## config.mk

```make
export PLATFORM = sky130hd
export DESIGN_NAME = edge_event_unit
export DESIGN_NICKNAME = d
export VERILOG_FILES = /design/src/rtl/edge_event_unit.sv
export SDC_FILE = /design/constraint.sdc
export NUM_CORES = 1
export LEC_CHECK = 0
export CAP_MARGIN = 10
export CORE_MARGIN = 1.5
export CORE_UTILIZATION = 35
export CTS_BUF_LIST = sky130_fd_sc_hd__clkbuf_8
export DETAILED_ROUTE_END_ITERATION = 10
export PLACE_DENSITY = 0.79
export SYNTH_ARGS = -nofsm -noshare
export SYNTH_HDL_FRONTEND = slang
export SYNTH_SLANG_ARGS = --single-unit
```

## constraint.sdc

```tcl
create_clock -name clk -period 0.8 [get_ports clk]
set_input_delay 0.16 -clock clk [delete_from_list [all_inputs] [get_ports clk]]
set_output_delay 0.16 -clock clk [all_outputs]
set_load 0.005 [all_outputs]
```

## src/rtl/edge_event_unit.sv

```systemverilog
// rtl/edge_event_unit.sv - per-channel synchroniser, optional debounce, edge pulse and sticky pending flag
// Debounce filter is built only when EDGE_EVENT_DEBOUNCE_EN is defined; otherwise level is the synchroniser output.
module edge_event_unit #(
  parameter int N_CH            = 4,
  parameter int SYNC_STAGES     = 2,
  parameter int DEBOUNCE_CYCLES = 4
) (
  input  logic              clk,
  input  logic              rst,
  input  logic [N_CH-1:0]   signal_in,
  input  logic [2*N_CH-1:0] mode,
  input  logic [N_CH-1:0]   clear,
  output logic [N_CH-1:0]   pulse,
  output logic [N_CH-1:0]   pending,
  output logic [N_CH-1:0]   level
);

  if (N_CH < 1 || N_CH > 32 || SYNC_STAGES < 2 || SYNC_STAGES > 4 || DEBOUNCE_CYCLES < 1) begin : g_param_check
    $error("edge_event_unit: illegal parameter value");
  end

  logic [N_CH-1:0] sync_out;
  logic [N_CH-1:0] level_d;
  logic [N_CH-1:0] event_now;

`ifdef EDGE_EVENT_DEBOUNCE_EN
  localparam int CNT_W = $clog2(DEBOUNCE_CYCLES + 1);
  localparam logic [CNT_W-1:0] CNT_LAST = CNT_W'(DEBOUNCE_CYCLES - 1);
`endif

  for (genvar i = 0; i < N_CH; i++) begin : g_ch
    logic [SYNC_STAGES-1:0] sync_q;

    always_ff @(posedge clk or posedge rst) begin
      if (rst) sync_q <= '0;
      else     sync_q <= {sync_q[SYNC_STAGES-2:0], signal_in[i]};
    end

    assign sync_out[i] = sync_q[SYNC_STAGES-1];

`ifdef EDGE_EVENT_DEBOUNCE_EN
    logic [CNT_W-1:0] cnt;
    logic             lvl;

    // Level toggles on the edge that would be the DEBOUNCE_CYCLES-th consecutive mismatch.
    always_ff @(posedge clk or posedge rst) begin
      if (rst) begin
        cnt <= '0;
        lvl <= 1'b0;
      end else if (sync_out[i] == lvl) begin
        cnt <= '0;
      end else if (cnt == CNT_LAST) begin
        cnt <= '0;
        lvl <= ~lvl;
      end else begin
        cnt <= cnt + 1'b1;
      end
    end

    assign level[i] = lvl;
`else
    assign level[i] = sync_out[i];
`endif
  end

  // level_d holds last cycle's level, so a change is seen (and mode sampled) one cycle after it happens.
  always_comb begin
    event_now = '0;
    for (int i = 0; i < N_CH; i++) begin
      event_now[i] = (level[i] & ~level_d[i] & mode[2*i]) |
                     (~level[i] & level_d[i] & mode[2*i+1]);
    end
  end

  always_ff @(posedge clk or posedge rst) begin
    if (rst) begin
      level_d <= '0;
      pulse   <= '0;
      pending <= '0;
    end else begin
      level_d <= level;
      pulse   <= event_now;
      pending <= event_now | (pending & ~clear);
    end
  end

endmodule

```

==> key figures <==
Critical path
  • Register-to-Register Path Depth: 3
  • Max Fanout on Critical Path: 2
  • Crit path from: g_ch[1].sync_q[1]
  • Critical path class: flop to output pin
  • Crit-path cells: buf_2
  • CP startpoint kind: flop
  • Crit-path max cell delay: 0.39 ns
  • Crit-path leading delay family: flip-flops
  • Bufs and invs on worst path: 1
  • Worst Path Arrival: 0.76 ns
  • Required time of the worst setup path: between 0.6 and 0.7 ns
  • CP Depth: 1
  • Endpoint class of the critical path: output pin
  • R2R setup slack: -0.05 ns
  • R2R Path Start: g_ch[2].sync_q[1]
  • CP max-delay cell: dfrtp_1

Timing
  • Hold WS: 0.2166 ns
  • Max Freq: between 1000 and 1500 MHz
  • Max Slew Vio Count: 0
  • Fin crit period: just over 0.9 ns
  • RSZ-0062 raised after global routing: true
  • Final setup viols: 20
  • Final worst setup slack: -0.1207 ns
  • Slew Limit Headroom: between 80% and 90%
  • Worst-Margin Slew: roughly 0.17 ns
  • Worst Skew: 0.002382 ns
  • Final hold vios: 0
  • Fin crit share: 115.1%

Synthesis
  • Post-Synth Adder-Cell Area: 0%
  • Synthesized area: 649.4 sq um
  • Seq/Total Area, Yosys: between 70% and 80%
  • Mapped Cells: 45
  • Synth Area in Simple Gates: 6.936%
  • Syn_nets: 63
  • Synth cell types: 7
  • Largest family of logic cells by synthesized area: compound AO/OA/AOI/OAI gates
  • Complex-gate fraction of the synthesized area: 8.478%
  • Multiplexer area fraction after synthesis: 0%
  • Yosys warning total: 0
  • Synth Area in XOR/XNOR: 0%
  • Mean post-synth cell area: 14.43 sq um
  • Yosys reg bits: 20

Global routing
  • Global Route Usage Sum: 10.53%
  • First-pass GRT wire length: ~1.5 mm
  • Vias in the first global route: 393
  • Largest net degree at the start of global routing: 21
  • Initial antenna violation count: 0
  • Total global routing overflow: 0

Floorplanning
  • Die area: 2123 sq um
  • Top Ports: 30
  • Initial core utilization: 37.61%
  • Placeable core area: 1727 sq um
  • Horiz. Die Dim: 46.08 um
  • Core Rows: 15
  • Chip Height: 46.08 um

Route
  • Drt total wl: 1.046 mm
  • Avg Vias per Cell: between 4 and 5
  • Total iterations of the first detailed-routing run: 1
  • Vias: 445
  • DRT iter0 DRCs: 0
  • DRC: 0
  • DRT antenna net count: 0
  • Wire per inst: 9.962 um

Clocking
  • Number of buffers created by CTS: 3
  • Clock latency on the worst-skew pair: 0.25 ns
  • Clock root cell: clkbuf_8
  • CTS H-tree lvls: 1
  • TritonCTS clock tree: built
  • Clock Tree Buf Depth: 2
  • Clock-pin slew on the worst setup and hold paths: 0.07 ns
  • Clock Sinks: 20

Placed design
  • RePlAce Congestion: a little over 0.6
  • DP Worst Slack: -0.1920 ns
  • Port bufs: 29
  • DP HPWL: approximately 800 um

Run status
  • Outcome: finished, violations left
  • Violated checks: negative setup slack

Cells and area
  • Diode count: 0
  • Synthesis-to-finish area growth: 54.53%
  • Share of layout cells above drive strength 1: 28.75%
  • Final #Nets: slightly below 100

Power
  • Power per cell area: just over 2000 nW/um^2
  • P_leak: roughly 0.47 nW
  • Total power: between 0.002 and 0.0025 W
  • Worst VDD drop: about 1400 uV

Min path
  • Tightest Hold Check Type: input pin to async pin

Flow run
  • MaxCap Viol Count: 0
[worst min-delay path, stage by stage]
cell             delay (ns)
clkdlybuf4s50_1        0.39
inv_1                  0.09
buf_12                 0.17
[sequential cells by signal, indices dropped and copies added, names as in the netlist]
name         cells
g_ch.sync_q      8
level_d          4
pending          4
pulse            4
[synthesized netlist by cell type, drive strengths merged]
library cell  instances  area [sq um]
dfrtp                20         500.5
inv                   5         18.77
buf                   4         30.03
nand2                 4         15.01
nand3b                4         30.03
o21ai                 4         20.02
o221ai                4         35.03
[area by class of cell]
| type | instances | area [sq um] |
|---|---|---|
| clock buffers | 4 | 55.05 |
| well taps | 25 | 31.28 |
| multi-input cells | 16 | 106.4 |
| inverters | 5 | 18.77 |
| repair buffers | 35 | 291.5 |
| flip-flops and latches | 20 | 500.5 |
| fillers | 153 | 723.2 |
[placed cells by master, fill, tap and decap left out, drive strengths merged]
cell	count
buf	18
clkbuf	4
clkdlybuf4s50	17
dfrtp	20
inv	5
nand2	4
nand3b	4
o21ai	4
o221ai	4
[through the flow]
stage / utilization, % / std cells / instance area (sq um) / TNS, ns
floorplan: - / 45 / 649.4 / 0
global placement: 57.39 / 100 / 991.0 / -2.897
detailed placement: 57.39 / 100 / 991.0 / -3.028
CTS: 57.46 / 104 / 992.2 / -1.717
global route: 58.12 / 105 / 1003 / -2.364
finish: 58.12 / 105 / 1003 / -1.538
[layer usage]
layer / track usage, % / part of all wire, %
met5: 0 / 0
met4: 5.143 / 0
met3: 3.529 / 5.0
met2: 15.83 / 48
met1: 13.59 / 46
[final timing paths]
kind                                endpoint
max reg2reg                       pending[2]
max                                 level[1]
min in group clk           g_ch[2].sync_q[0]
max in group asynchronous         pending[1]
min reg2reg                g_ch[2].sync_q[1]
min                               level_d[3]
[logic make-up after synthesis]
family / Yosys count
DFF: 20
buffers and inverters: 9
and+or+nand+nor: 8
AOI/OAI and AO/OA: 8
[repair_timing]
action,in CTS,in global routing
buffers inserted,0,1
setup endpoints to repair,20,20
hold buffers,0,0
resized for setup,53,1
[power breakdown]
part	switching, W	total [W]	internal, W
logic	0.0000852	0.000245	0.000160
clock network	0.000296	0.000732	0.000436
registers	0.0000290	0.00111	0.00108
No activity file was read; power rests on OpenSTA's default activity.
